File: src/rtl/toggle_decoder.sv
// rtl/toggle_decoder.sv - toggle-encoded serial line decoder with one-word output buffer and overrun flag
// Optional macro TOGGLE_DECODER_SYNC_EN adds a 2-flop input synchronizer on din.
module toggle_decoder #(
  parameter int WIDTH = 8
) (
  input  logic             clk,
  input  logic             asyncReset_n,
  input  logic             din,
  input  logic             sample_en,
  input  logic             frame_start,
  output logic [WIDTH-1:0] data,
  input  logic             ready,
  output logic             valid,
  output logic             overrun,
  input  logic             clr_ovr
);

  localparam int CW = (WIDTH > 1) ? $clog2(WIDTH) : 1;

  typedef enum logic {IDLE, SHIFT} state_e;

  state_e           state_q, state_d;
  logic             prev_q, prev_d;
  logic [WIDTH-1:0] shreg_q, shreg_d;
  logic [CW-1:0]    cnt_q, cnt_d;
  logic [WIDTH-1:0] data_q, data_d;
  logic             valid_q, valid_d;
  logic             ovr_q, ovr_d;
  logic             din_s;
  logic             word_done;
  logic             word_drop;
  logic [WIDTH-1:0] shreg_nx;

`ifdef TOGGLE_DECODER_SYNC_EN
  logic sync1_q, sync2_q;

  always_ff @(posedge clk or negedge asyncReset_n) begin
    if (!asyncReset_n) begin
      sync1_q <= 1'b0;
      sync2_q <= 1'b0;
    end else begin
      sync1_q <= din;
      sync2_q <= sync1_q;
    end
  end

  assign din_s = sync2_q;
`else
  assign din_s = din;
`endif

  // New bit enters at the MSB so the first-received bit ends at the LSB.
  assign shreg_nx = {din_s ^ prev_q, shreg_q[WIDTH-1:1]};

  always_comb begin
    state_d   = state_q;
    prev_d    = prev_q;
    shreg_d   = shreg_q;
    cnt_d     = cnt_q;
    data_d    = data_q;
    valid_d   = valid_q;
    ovr_d     = ovr_q;
    word_done = 1'b0;

    if (frame_start) begin
      state_d = SHIFT;
      prev_d  = din_s;
      shreg_d = '0;
      cnt_d   = '0;
    end else if (sample_en) begin
      prev_d = din_s;
      if (state_q == SHIFT) begin
        shreg_d = shreg_nx;
        if (cnt_q == CW'(WIDTH - 1)) begin
          cnt_d     = '0;
          word_done = 1'b1;
        end else begin
          cnt_d = cnt_q + CW'(1);
        end
      end
    end

    word_drop = word_done && valid_q && !ready;

    if (word_done && !word_drop) begin
      data_d  = shreg_nx;
      valid_d = 1'b1;
    end else if (valid_q && ready) begin
      valid_d = 1'b0;
    end

    // A drop in the same cycle as clr_ovr keeps the flag set.
    if (word_drop) begin
      ovr_d = 1'b1;
    end else if (clr_ovr) begin
      ovr_d = 1'b0;
    end
  end

  always_ff @(posedge clk or negedge asyncReset_n) begin
    if (!asyncReset_n) begin
      state_q <= IDLE;
      prev_q  <= 1'b0;
      shreg_q <= '0;
      cnt_q   <= '0;
      data_q  <= '0;
      valid_q <= 1'b0;
      ovr_q   <= 1'b0;
    end else begin
      state_q <= state_d;
      prev_q  <= prev_d;
      shreg_q <= shreg_d;
      cnt_q   <= cnt_d;
      data_q  <= data_d;
      valid_q <= valid_d;
      ovr_q   <= ovr_d;
    end
  end

  assign data    = data_q;
  assign valid   = valid_q;
  assign overrun = ovr_q;

endmodule

File: config.mk
export PLATFORM = sky130hd
export DESIGN_NAME = toggle_decoder
export DESIGN_NICKNAME = d
export VERILOG_FILES = /design/src/rtl/toggle_decoder.sv
export SDC_FILE = /design/constraint.sdc
export NUM_CORES = 1
export LEC_CHECK = 0
export CAP_MARGIN = 0
export CORE_AREA = 2 2 58 43
export CTS_CLUSTER_DIAMETER = 100
export DETAILED_ROUTE_END_ITERATION = 10
export DIE_AREA = 0 0 60 45
export PLACE_DENSITY_LB_ADDON = 0.08
export SLEW_MARGIN = 30
export SYNTH_ARGS = -nofsm -noshare
export SYNTH_HDL_FRONTEND = slang
export SYNTH_SLANG_ARGS = --single-unit
export TNS_END_PERCENT = 20
File: constraint.sdc
create_clock -name clk -period 1.6 [get_ports clk]
set_clock_uncertainty 0.1 [all_clocks]
set_input_delay 0.24 -clock clk [delete_from_list [all_inputs] [get_ports clk]]
set_output_delay 0.24 -clock clk [all_outputs]
set_load 0.02 [all_outputs]
After elaboration in Yosys (flattened, before gate mapping):

Cells that the tools add are included.

* register bits after elaboration: 23
* output and inout bits: 10
* word-level logic and storage cells: 38

* $add $sub $neg: 1
* equal/unequal tests: 1
* multiplexer cells: 17
* bitwise gates (word level): 1
* reductions and logical operators: 11

Operators with widths (number)
* $mux 8: 3
* $mux 3: 4
* $mux 1: 10
* $reduce_bool 2->1: 4
* $logic_and 1x1->1: 4
* $add 3x1->3 const B: 1
* $eq 3x3->1 const B: 1
* $logic_not 1->1: 2
* $reduce_and 2->1: 1
* $xor 1x1->1: 1

Depth between registers and ports, before layout:

Gate-level depths: netlist (run 1).

* depth after elaboration: 10
* depth in mapped cells: 6
* depth with buffers taken out: 5

Worst setup path after synthesis (run 1):

No wires, ideal clock.

* path type: register -> register
* from: register cnt_q[0]
* to: register data_q[0], in the netlist data[0]
* library setup time: 0.125 ns
* arrival: 1.331 ns
* data required time: 1.375 ns
* setup slack: 0.043 ns
* cell stages (with the launch flop): 7
* buffers on the path: 1
* cells stage by stage: dfrtp_1 > ha_1 > ha_1 > nand4b_2 > nor2b_2 > buf_6 > mux2_4

* cells in the longest elaborated chain, start to end: 9

Ends and longest elaborated chain
* start: declaration: RTL line 25 `logic [CW-1:0] cnt_q, cnt_d;`
* start signal: assignment: RTL line 113 `cnt_q <= cnt_d;`
* $eq 3x3->1 (*): RTL line 74 `if (cnt_q == CW'(WIDTH - 1)) begin`
* $mux 1 (*): RTL line 74
* $mux 1 (*): RTL line 72 `if (state_q == SHIFT) begin`
* $mux 1 (*): RTL line 70 `end else if (sample_en) begin`
* $mux 1 (*): RTL line 65 `if (frame_start) begin`
* $logic_and 1x1->1 (2 in series): RTL line 83 `word_drop = word_done && valid_q && !ready;`
* $logic_not 1->1: RTL line 85 `if (word_done && !word_drop) begin`
* $logic_and 1x1->1 (*): RTL line 85
* end signal: assignment: RTL line 114 `data_q <= data_d;`
* end: declaration: RTL line 26 `logic [WIDTH-1:0] data_q, data_d;`

Every way passes the cells marked *; elsewhere a longest branch is shown, timed or not.
A chain may end at the register's enable or synchronous reset.

Worst setup path in the final report (run 1):

* from: register cnt_q[0]
* to: register data_q[2], in the netlist data[2]

The elaborated chain is that of the path after synthesis.

==> load_flow_metrics.sql, run 1 <==
INSERT INTO impl_metrics (metric_group, metric, value, unit) VALUES
('cts', 'htree_num_levels', '1', ''),
('synth', 'ys.warnings.count', '0', ''),
('timing', 'fin_crit_sh', '99.4', '%'),
('synth', 'synth_top_area_cell', 'sky130_fd_sc_hd__dfrtp_1', ''),
('die', 'floorplan.die.width', '60', 'µm'),
('placed_design', 'finalWeightedCongestion', '0.723', ''),
('pwr', 'sw_frac_of_total', '20.1', '%'),
('die', 'start_util', '43.7', '%'),
('synth', 'netlist-cell-type-count', '22', ''),
('cts', 'clk_root_buffer_cell', 'sky130_fd_sc_hd__clkbuf_4', ''),
('detailed_routing', 'detailroute.via_count', '623', ''),
('pwr', 'power.internal', '863', 'µW'),
('detailed_routing', 'postRouteAntennaNets', '0', ''),
('detailed_routing', 'wl', '1.72', 'mm'),
('timing', 'min_clock_period_post_route', '1.59', 'ns'),
('global_routing', 'grt_start_max_net_pins', '23', ''),
('die', 'top_level_ports', '17', ''),
('synth', 'mapped_nets', '86', ''),
('global_routing', 'grtUsageTotal', '15.3', '%'),
('synth', 'synth-main-ff-cell', 'sky130_fd_sc_hd__dfrtp_1', ''),
('timing', 'max_slew.worst_pin.slew', '0.281', 'ns'),
('global_routing', 'overflow', '0', ''),
('pwr', 'clock_power_share', '39.0', '%'),
('timing', 'max_freq', '0.629', 'GHz'),
('timing', 'setup_viol', '0', ''),
('detailed_routing', 'vias_per_cell', '4.48', ''),
('synth', 'synth_enable_flop_cells', '0', ''),
('timing', 'maxSlewHeadroom', '81.3', '%'),
('cts', 'path_clk_slew', '0.12', 'ns'),
('cts', 'cts.sinks', '22', ''),
('pwr', 'static_power_due_to_leakage', '0.626', 'nW'),
('detailed_routing', 'post-route-drc-count', '0', ''),
('final_layout', 'design.final.nets', '117', ''),
('synth', 'synth_area_per_cell', '12.0', 'µm²'),
('synth', 'ys_async_sr_fraction', '100', '%'),
('synth', 'cells_after_synthesis', '77', ''),
('synth', 'synthDominantCellAreaShare', '59.4', '%'),
('die', 'fp-row-count', '14', ''),
('cts', 'cts.path.max_buffers', '2', ''),
('pwr', 'irDropWorstVdd', '0.000645', 'V'),
('synth', 'postSynthRegisterBits', '22', ''),
('timing', 'finalMaxSlewViolations', '0', ''),
('synth', 'netlist_top_cells_area', 'sky130_fd_sc_hd__dfrtp_1, sky130_fd_sc_hd__mux2_4, sky130_fd_sc_hd__nand2_1', ''),
('critical_path', 'setup.worst_path.end_class', 'register', ''),
('placed_design', 'dp_hpwl', '1.19', 'mm'),
('global_routing', 'grt_antenna_before_repair', '0', ''),
('die', 'core_area', '2120', 'µm²'),
('pwr', 'power_frac_seq', '53.3', '%'),
('pwr', 'pwr_density_cell', '833', 'nW/µm²'),
('die', 'fp.dieH', '45', 'µm'),
('global_routing', 'grt_pass1_vias', '624', ''),
('timing', 'final_hold_viol_count', '0', ''),
('min_path', 'hold_class', 'in -> async', ''),
('final_layout', 'drive_gt1_share', '27.1', '%'),
('detailed_routing', 'drt-wirelength-per-cell', '12.4', 'µm'),
('global_routing', 'first_pass_grt_wire_length', '2.92', 'mm'),
('synth', 'synth.yosys.seq_area_share', '59.4', '%'),
('placed_design', 'io_buffers', '16', ''),
('critical_path', 'timing.critical_path.required', '1.71', 'ns'),
('critical_path', 'top_fanout_value_on_the_critical_path', '8', ''),
('final_layout', 'num_antenna_cells', '0', ''),
('detailed_routing', 'detail_route.first_pass.iterations', '4', ''),
('detailed_routing', 'dr.first_iter.drc_count', '13', ''),
('die', 'dieArea', '2700', 'µm²'),
('synth', 'synth.most_common_cell', 'sky130_fd_sc_hd__dfrtp_1', ''),
('pwr', 'switching_power', '217', 'µW'),
('cts', 'worst_skew_pair.late_latency', '0.30', 'ns'),
('cts', 'cts_tree', 'yes', ''),
('final_layout', 'area.growth.synth_to_final', '39.8', '%'),
('run_status', 'status', 'finished, final reports clean', ''),
('critical_path', 'path_class', 'reg -> reg', ''),
('synth', 'commonest_cells_post_synth', 'sky130_fd_sc_hd__dfrtp_1, sky130_fd_sc_hd__nand2_1, sky130_fd_sc_hd__a21oi_1', ''),
('pwr', 'overall_power', '1.08', 'mW'),
('critical_path', 'arrival', '1.70', 'ns'),
('flow_run', 'cap_violations', '0', ''),
('critical_path', 'kind_of_start_point_of_the_critical_path', 'register', ''),
('cts', 'tritoncts.num_buffers', '3', ''),
('pwr', 'share_comb_of_total_power', '7.7', '%'),
('cts', 'holdBufCountCts', '0', ''),
('timing', 'timing.setup.tns', '0', 'ns'),
('synth', 'netlist_area', '927', 'µm²'),
('timing', 'setup_repair_after_global_routing_missed_its_margin', 'true', '');
-- layer usage --
layer  track usage [%]  part of all wire (%)  up-vias
met5                 0                     0        -
met4              4.89                  0.76        0
met3              6.30                   5.7        2
met2              21.5                    44       18
met1              21.6                    50      287
li1                  -                     -      316
-- logic make-up (layout without fill, tap and decap cells) --
logic type               after synthesis  count (layout)  synth area share (%)
multiplexers                           9               9                  13.6
XOR/XNOR                               1               1                 0.945
buffers and inverters                  5              35                  2.97
AND/OR/NAND/NOR                       27              27                  14.0
AO/OA/AOI/OAI                         11              11                  6.34
adder cells (fa/ha/maj)                2               2                  2.70
flip-flops                            22              22                  59.4
-- state kept, by name, summed over array words and instances (netlist names) --
| name | cells |
|---|---|
| cnt_q | 3 |
| prev_q | 1 |
| overrun | 1 |
| data | 8 |
| shreg_q | 7 |
| valid | 1 |
| state_q | 1 |
-- critical path, stage by stage, from the launching register on --
cell and delay [ns]:
sky130_fd_sc_hd__dfrtp_1 0.41, sky130_fd_sc_hd__ha_4 0.16, sky130_fd_sc_hd__ha_4 0.14, sky130_fd_sc_hd__nand4b_4 0.11, sky130_fd_sc_hd__nor2b_4 0.15, sky130_fd_sc_hd__buf_12 0.14
sky130_fd_sc_hd__mux2_4 0.29
-- placed cells by master (no fill, tap or decap), types with 2 or more instances in the layout --
cell type	Yosys	layout
sky130_fd_sc_hd__clkbuf_4	0	3
sky130_fd_sc_hd__inv_1	2	2
sky130_fd_sc_hd__nand2_1	18	18
sky130_fd_sc_hd__a21oi_1	9	9
sky130_fd_sc_hd__ha_4	0	2
sky130_fd_sc_hd__clkdlybuf4s50_1	0	6
sky130_fd_sc_hd__nor2_1	2	2
sky130_fd_sc_hd__mux2_4	7	7
sky130_fd_sc_hd__dlygate4sd2_1	0	10
sky130_fd_sc_hd__dfrtp_1	22	22
sky130_fd_sc_hd__buf_4	0	12
-- final timing paths --
| kind | start | to | slack (ns) | depth (start not counted) |
|---|---|---|---|---|
| max | cnt_q[0] | data[2] | 0.01 | 6 |
| min | asyncReset_n | data[5] | 0.16 | 2 |
| max reg2reg | cnt_q[0] | data[2] | 0.01 | 6 |
| min reg2reg | data[6] | data[6] | 0.42 | 1 |
| max in group asynchronous | asyncReset_n | shreg_q[2] | 1.02 | 2 |
| min in group clk | clr_ovr | overrun | 0.41 | 2 |
-- metrics by stage --
step / setup WS (ns) / util (%) / hold WS [ns] / area, µm² / std cells
6_report: 0.00994 / 61.2 / 0.158 / 1300 / 139
5_1_grt: -0.0602 / 61.2 / 0.167 / 1300 / 139
4_1_cts: 0.00240 / 59.6 / 0.157 / 1260 / 136
3_5_place_dp: -0.115 / 56.4 / 0.399 / 1190 / 132
3_3_place_gp: -0.110 / 56.4 / 0.398 / 1190 / 132
2_1_floorplan: 0.0434 / - / -0.156 / 927 / 77
-- final cells by class --
class,count,area [µm²]
multi-input combinational,50,388
tap,32,40.0
inverter,2,7.51
sequential,22,551
timing repair buffer,29,258
fill,181,823
clock buffer,3,22.5
clock inverter,1,30.0
-- what timing repair did --
| item | CTS | global route |
|---|---|---|
| hold endpoints to repair | 0 | 0 |
| setup endpoints to repair | 17 | 7 |
| pin swaps | 1 | 1 |
| buffers inserted | 0 | 3 |
| resized for setup | 15 | 1 |
-- power by group through the flow --
stage / sequential (mW) / combinational (mW) / clock (mW)
6_report: 0.575 / 0.0836 / 0.421
5_1_grt: 0.577 / 0.0952 / 0.454
4_1_cts: 0.574 / 0.0783 / 0.435
3_5_place_dp: 0.584 / 0.0761 / 0
3_3_place_gp: 0.583 / 0.0755 / 0
2_1_floorplan: 0.583 / 0.0285 / 0
Power figures use the tool's default switching activity.
==> run 2, diff against run 1 <==
--- a/config.mk
+++ b/config.mk
@@ -10,8 +10,8 @@
 export CTS_CLUSTER_DIAMETER = 100
 export DETAILED_ROUTE_END_ITERATION = 10
 export DIE_AREA = 0 0 60 45
-export PLACE_DENSITY_LB_ADDON = 0.08
-export SLEW_MARGIN = 30
+export PLACE_DENSITY_LB_ADDON = 0.2
+export SLEW_MARGIN = 20
 export SYNTH_ARGS = -nofsm -noshare
 export SYNTH_HDL_FRONTEND = slang
 export SYNTH_SLANG_ARGS = --single-unit
==> load_flow_metrics.sql, run 2 (same netlist as run 1, synthesis figures left out) <==
INSERT INTO impl_metrics (metric_group, metric, value, unit) VALUES
('run_status', 'status', 'finished with violations', ''),
('run_status', 'violations', 'setup timing', ''),
('detailed_routing', 'drt-wirelength-per-cell', '11.6', 'µm'),
('timing', 'max_slew.worst_pin.slew', '0.277', 'ns'),
('global_routing', 'grt_antenna_before_repair', '0', ''),
('die', 'dieArea', '2700', 'µm²'),
('timing', 'final_hold_viol_count', '0', ''),
('global_routing', 'overflow', '0', ''),
('final_layout', 'commonest_cells_after_routing_fill_and_taps_aside', 'sky130_fd_sc_hd__dfrtp_1, sky130_fd_sc_hd__nand2_1, sky130_fd_sc_hd__buf_4, sky130_fd_sc_hd__dlygate4sd2_1, sky130_fd_sc_hd__a21oi_1', ''),
('final_layout', 'final.fill_count', '185', ''),
('final_layout', 'num_antenna_cells', '0', ''),
('final_layout', 'design.final.nets', '116', ''),
('cts', 'clk_root_buffer_cell', 'sky130_fd_sc_hd__clkbuf_4', ''),
('pwr', 'pwr_density_cell', '752', 'nW/µm²'),
('cts', 'htree_num_levels', '1', ''),
('die', 'start_util', '43.7', '%'),
('timing', 'setup_repair_after_global_routing_missed_its_margin', 'true', ''),
('global_routing', 'first_pass_grt_wire_length', '2.75', 'mm'),
('final_layout', 'drive_gt1_share', '26.4', '%'),
('critical_path', 'top_fanout_value_on_the_critical_path', '8', ''),
('detailed_routing', 'detailroute.via_count', '635', ''),
('placed_design', 'dp_hpwl', '1.14', 'mm'),
('detailed_routing', 'vias_per_cell', '4.60', ''),
('timing', 'postLayoutSetupSlackWorst', '-0.0385', 'ns'),
('timing', 'fin_crit_sh', '102', '%'),
('timing', 'setup_viol', '7', ''),
('die', 'floorplan.die.width', '60', 'µm'),
('detailed_routing', 'dr.first_iter.drc_count', '10', ''),
('flow_run', 'cap_violations', '0', ''),
('pwr', 'static_power_due_to_leakage', '0.612', 'nW'),
('critical_path', 'path_class', 'reg -> reg', ''),
('die', 'fp-row-count', '14', ''),
('critical_path', 'crit_path_top_delay_cell', 'sky130_fd_sc_hd__dfrtp_1', ''),
('cts', 'cts.path.max_buffers', '2', ''),
('timing', 'timing.setup.tns', '-0.244', 'ns'),
('critical_path', 'setup.worst_path.end_class', 'register', ''),
('detailed_routing', 'postRouteAntennaNets', '0', ''),
('cts', 'tritoncts.num_buffers', '3', ''),
('final_layout', 'layout.area.seq', '551', 'µm²'),
('timing', 'max_freq', '0.610', 'GHz'),
('cts', 'cts_tree', 'yes', ''),
('critical_path', 'worstPathCellList', 'ha_2 -> ha_4 -> nand4b_4 -> nor2b_4 -> buf_12 -> mux2_4', ''),
('placed_design', 'io_buffers', '16', ''),
('final_layout', 'layout.cells.most_common', 'sky130_fd_sc_hd__dfrtp_1', ''),
('cts', 'worst_skew_pair.late_latency', '0.30', 'ns'),
('die', 'top_level_ports', '17', ''),
('placed_design', 'finalWeightedCongestion', '0.730', ''),
('critical_path', 'timing.critical_path.required', '1.70', 'ns'),
('cts', 'cts.sinks', '22', ''),
('critical_path', 'arrival', '1.74', 'ns'),
('global_routing', 'grt_start_max_net_pins', '23', ''),
('final_layout', 'multi_input_comb_area', '378', 'µm²'),
('final_layout', 'area.growth.synth_to_final', '36.2', '%'),
('final_layout', 'largest_register_ffs', '8', ''),
('critical_path', 'slowest_delay', '0.39', 'ns'),
('final_layout', 'fin_util', '59.6', '%'),
('cts', 'path_clk_slew', '0.12', 'ns'),
('global_routing', 'grtUsageTotal', '14.6', '%'),
('detailed_routing', 'post-route-drc-count', '0', ''),
('cts', 'holdBufCountCts', '0', ''),
('critical_path', 'kind_of_start_point_of_the_critical_path', 'register', ''),
('die', 'fp.dieH', '45', 'µm'),
('timing', 'finalMaxSlewViolations', '0', ''),
('timing', 'min_clock_period_post_route', '1.64', 'ns'),
('detailed_routing', 'detail_route.first_pass.iterations', '4', ''),
('global_routing', 'grt_pass1_vias', '608', ''),
('min_path', 'hold_class', 'in -> async', ''),
('detailed_routing', 'wl', '1.60', 'mm'),
('pwr', 'irDropWorstVdd', '0.000547', 'V'),
('timing', 'maxSlewHeadroom', '81.5', '%'),
('die', 'core_area', '2120', 'µm²');
## run 2: changes by cell type in the layout (fill, tap and decap cells not counted), sizes merged
cell	change
clkbuf	+1
bufinv	-1
buf	-1
## run 2: where the power goes
group | switching (mW) | leakage [nW] | total (mW) | internal [mW]
sequential | 0.00783 | 0.292 | 0.574 | 0.566
clock | 0.161 | 0.0210 | 0.300 | 0.139
combinational | 0.0366 | 0.299 | 0.0755 | 0.0389
total | 0.206 | 0.612 | 0.949 | 0.744
## run 2: critical path: cells and delay by family, from the launching register on
family	cells	cell delay, ns
DFF	1	0.39
adders and majority gates	2	0.34
muxes	1	0.29
and+or+nand+nor	2	0.28
buffers and inverters	1	0.14
## run 2: final timing paths
kind | from | to | slack, ns | cells after the start
worst max-delay path | cnt_q[0] | data[3] | -0.04 | 6
worst min-delay path | asyncReset_n | overrun | 0.17 | 2
worst max register to register | cnt_q[0] | data[3] | -0.04 | 6
worst min register to register | shreg_q[1] | data[0] | 0.41 | 1
max in group asynchronous | asyncReset_n | prev_q | 1.01 | 2
min in group clk | clr_ovr | overrun | 0.39 | 2
## run 2: area by class of cell
cell class                      instances  share of cell area (%)
Tap cell                               32                    3.17
Inverter                                2                   0.595
Timing Repair Buffer                   28                    19.8
Multi-Input combinational cell         50                    29.9
Clock buffer                            4                    2.87
Sequential cell                        22                    43.6
## run 2: stage by stage
stage / hold slack, ns / total power [mW] / setup WS, ns / cells / cell area (µm²)
after CTS: 0.175 / 0.962 / -0.00446 / 138 / 1260
after global routing: 0.194 / 0.998 / -0.0953 / 138 / 1260
after detailed placement: 0.394 / 0.659 / -0.149 / 132 / 1190
final: 0.167 / 0.949 / -0.0385 / 138 / 1260
after global placement: 0.393 / 0.657 / -0.117 / 132 / 1190
after floorplan: -0.156 / 0.611 / 0.0434 / 77 / 927
## run 2: metal layers
metal	up-vias	global-route usage (%)	part of all wire [%]
met1	308	18.9	49
met4	0	4.00	0.63
met5	-	0	0
met2	11	23.5	46
li1	314	-	-
met3	2	5.16	3.9
## run 2: what timing repair did
action / in CTS / in global routing
setup buffers: 2 / 0
endpoints found under the setup margin: 17 / 8
gates resized for setup: 15 / 0
pin swaps: 1 / 0
cloned: 0 / 0
==> run 3, diff against run 2 <==
--- a/config.mk
+++ b/config.mk
@@ -7,6 +7,7 @@
 export LEC_CHECK = 0
 export CAP_MARGIN = 0
 export CORE_AREA = 2 2 58 43
+export CTS_BUF_LIST = sky130_fd_sc_hd__clkbuf_4
 export CTS_CLUSTER_DIAMETER = 100
 export DETAILED_ROUTE_END_ITERATION = 10
 export DIE_AREA = 0 0 60 45
==> load_flow_metrics.sql, run 3 (same netlist as run 1, synthesis figures left out) <==
INSERT INTO impl_metrics (metric_group, metric, value, unit) VALUES
('detailed_routing', 'detailroute.via_count', '635', ''),
('global_routing', 'grt_antenna_before_repair', '0', ''),
('cts', 'clk_root_buffer_cell', 'sky130_fd_sc_hd__clkbuf_4', ''),
('detailed_routing', 'wl', '1.61', 'mm'),
('run_status', 'status', 'finished with violations', ''),
('cts', 'cts.path.max_buffers', '2', ''),
('placed_design', 'finalWeightedCongestion', '0.730', ''),
('global_routing', 'first_pass_grt_wire_length', '2.77', 'mm'),
('critical_path', 'reg2regPathDepth', '6', ''),
('placed_design', 'numPlacedInstances', '132', ''),
('final_layout', 'layoutNonFillerInstCount', '138', ''),
('timing', 'final_hold_viol_count', '0', ''),
('critical_path', 'r2r_start', 'cnt_q[0]', ''),
('critical_path', 'kind_of_start_point_of_the_critical_path', 'register', ''),
('placed_design', 'dp_hpwl', '1.14', 'mm'),
('die', 'dieArea', '2700', 'µm²'),
('timing', 'max_freq', '0.609', 'GHz'),
('placed_design', 'postPlaceCellArea', '1190', 'µm²'),
('timing', 'setup_viol', '7', ''),
('cts', 'cts.sinks', '22', ''),
('global_routing', 'overflow', '0', ''),
('die', 'floorplan.die.width', '60', 'µm'),
('global_routing', 'grtUsageTotal', '14.8', '%'),
('die', 'core_area', '2120', 'µm²'),
('critical_path', 'worstPathCellList', 'ha_2 -> ha_4 -> nand4b_4 -> nor2b_4 -> buf_12 -> mux2_4', ''),
('final_layout', 'drive_gt1_share', '25.5', '%'),
('critical_path', 'arrival', '1.74', 'ns'),
('critical_path', 'reg2reg_to', 'data[3]', ''),
('timing', 'setup_repair_after_global_routing_missed_its_margin', 'true', ''),
('timing', 'hold_slack', '0.166', 'ns'),
('detailed_routing', 'detail_route.first_pass.iterations', '4', ''),
('die', 'fp.dieH', '45', 'µm'),
('final_layout', 'area.growth.synth_to_final', '35.1', '%'),
('detailed_routing', 'drt-wirelength-per-cell', '11.7', 'µm'),
('final_layout', 'commonest_cells_after_routing_fill_and_taps_aside', 'sky130_fd_sc_hd__dfrtp_1, sky130_fd_sc_hd__nand2_1, sky130_fd_sc_hd__buf_4, sky130_fd_sc_hd__dlygate4sd2_1, sky130_fd_sc_hd__a21oi_1', ''),
('timing', 'min_clock_period_post_route', '1.64', 'ns'),
('detailed_routing', 'post-route-drc-count', '0', ''),
('placed_design', 'io_buffers', '16', ''),
('cts', 'worst_skew_pair.late_latency', '0.30', 'ns'),
('critical_path', 'path_class', 'reg -> reg', ''),
('critical_path', 'crit_path_top_delay_cell', 'sky130_fd_sc_hd__dfrtp_1', ''),
('critical_path', 'slowest_delay', '0.39', 'ns'),
('final_layout', 'layout.cells.most_common', 'sky130_fd_sc_hd__dfrtp_1', ''),
('timing', 'postLayoutSetupSlackWorst', '-0.0419', 'ns'),
('cts', 'cts_tree', 'yes', ''),
('critical_path', 'timing.critical_path.required', '1.70', 'ns'),
('final_layout', 'post_route_standard_cell_area_excluding_fillers', '1250', 'µm²'),
('critical_path', 'setup.worst_path.end_class', 'register', ''),
('detailed_routing', 'dr.first_iter.drc_count', '10', ''),
('critical_path', 'timing.reg2reg.setup_slack', '-0.04', 'ns'),
('detailed_routing', 'vias_per_cell', '4.60', ''),
('run_status', 'violations', 'setup timing', ''),
('cts', 'htree_num_levels', '1', ''),
('flow_run', 'cap_violations', '0', ''),
('critical_path', 'top_fanout_value_on_the_critical_path', '8', ''),
('pwr', 'pwr_density_cell', '719', 'nW/µm²'),
('final_layout', 'num_antenna_cells', '0', ''),
('pwr', 'overall_power', '901', 'µW'),
('die', 'top_level_ports', '17', ''),
('final_layout', 'design.final.nets', '116', ''),
('global_routing', 'grt_start_max_net_pins', '23', ''),
('timing', 'fin_crit_sh', '103', '%'),
('detailed_routing', 'postRouteAntennaNets', '0', ''),
('cts', 'tritoncts.num_buffers', '3', ''),
('timing', 'timing.setup.tns', '-0.268', 'ns'),
('min_path', 'hold_class', 'in -> async', ''),
('final_layout', 'fin_util', '59.1', '%'),
('die', 'start_util', '43.7', '%'),
('timing', 'max_slew.worst_pin.slew', '0.277', 'ns'),
('pwr', 'irDropWorstVdd', '0.000410', 'V'),
('final_layout', 'largest_register_ffs', '8', ''),
('cts', 'path_clk_slew', '0.12', 'ns'),
('timing', 'maxSlewHeadroom', '81.5', '%'),
('placed_design', 'post-place-ws', '-0.149', 'ns'),
('timing', 'finalMaxSlewViolations', '0', ''),
('global_routing', 'grt_pass1_vias', '611', ''),
('die', 'fp-row-count', '14', ''),
('pwr', 'static_power_due_to_leakage', '0.607', 'nW');
-- run 3: critical path: cells and delay by family, from the launching register on --
family	cells	cell delay, ns
flops	1	0.39
fa+ha+maj	2	0.34
mux	1	0.29
simple gates	2	0.28
buf+inv	1	0.14
-- run 3: report_power, final --
part	switching (mW)	internal (mW)	total, mW
clock network	0.160	0.0909	0.251
registers	0.00792	0.566	0.574
logic	0.0367	0.0389	0.0756
total	0.205	0.696	0.901
-- run 3: metal layers --
metal  routed length [µm]  vias up  share of wire, %  track usage, %
li1                     -      313                 -               -
met1                  784      309                49            18.9
met2                  755       11                47            24.1
met3                   63        2               3.9            5.16
met4                   10        0              0.62            4.00
met5                    0        -                 0               0
-- run 3: layout make-up --
cell class	instances	area (µm²)
Clock buffer	3	22.5
Clock inverter	1	3.75
Fill cell	188	867
Inverter	2	7.51
Multi-Input combinational cell	50	378
Sequential cell	22	551
Tap cell	32	40.0
Timing Repair Buffer	28	250
-- run 3: how the worst max path moves through the flow --
stage          slack, ns  endpoint        start
2_1_floorplan       0.04   data[0]     cnt_q[0]
3_3_place_gp       -0.12   data[0]  frame_start
3_5_place_dp       -0.15   data[3]  frame_start
4_1_cts           -0.006   data[3]     cnt_q[0]
5_1_grt             -0.1   data[3]     cnt_q[0]
6_report           -0.04   data[3]     cnt_q[0]
-- run 3: what timing repair did --
item | 4_1_cts | 5_1_grt
setup endpoints to repair | 17 | 8
hold buffers | 0 | 0
gates resized for setup | 15 | 0
pin swaps | 1 | 0
buffers inserted | 2 | 0
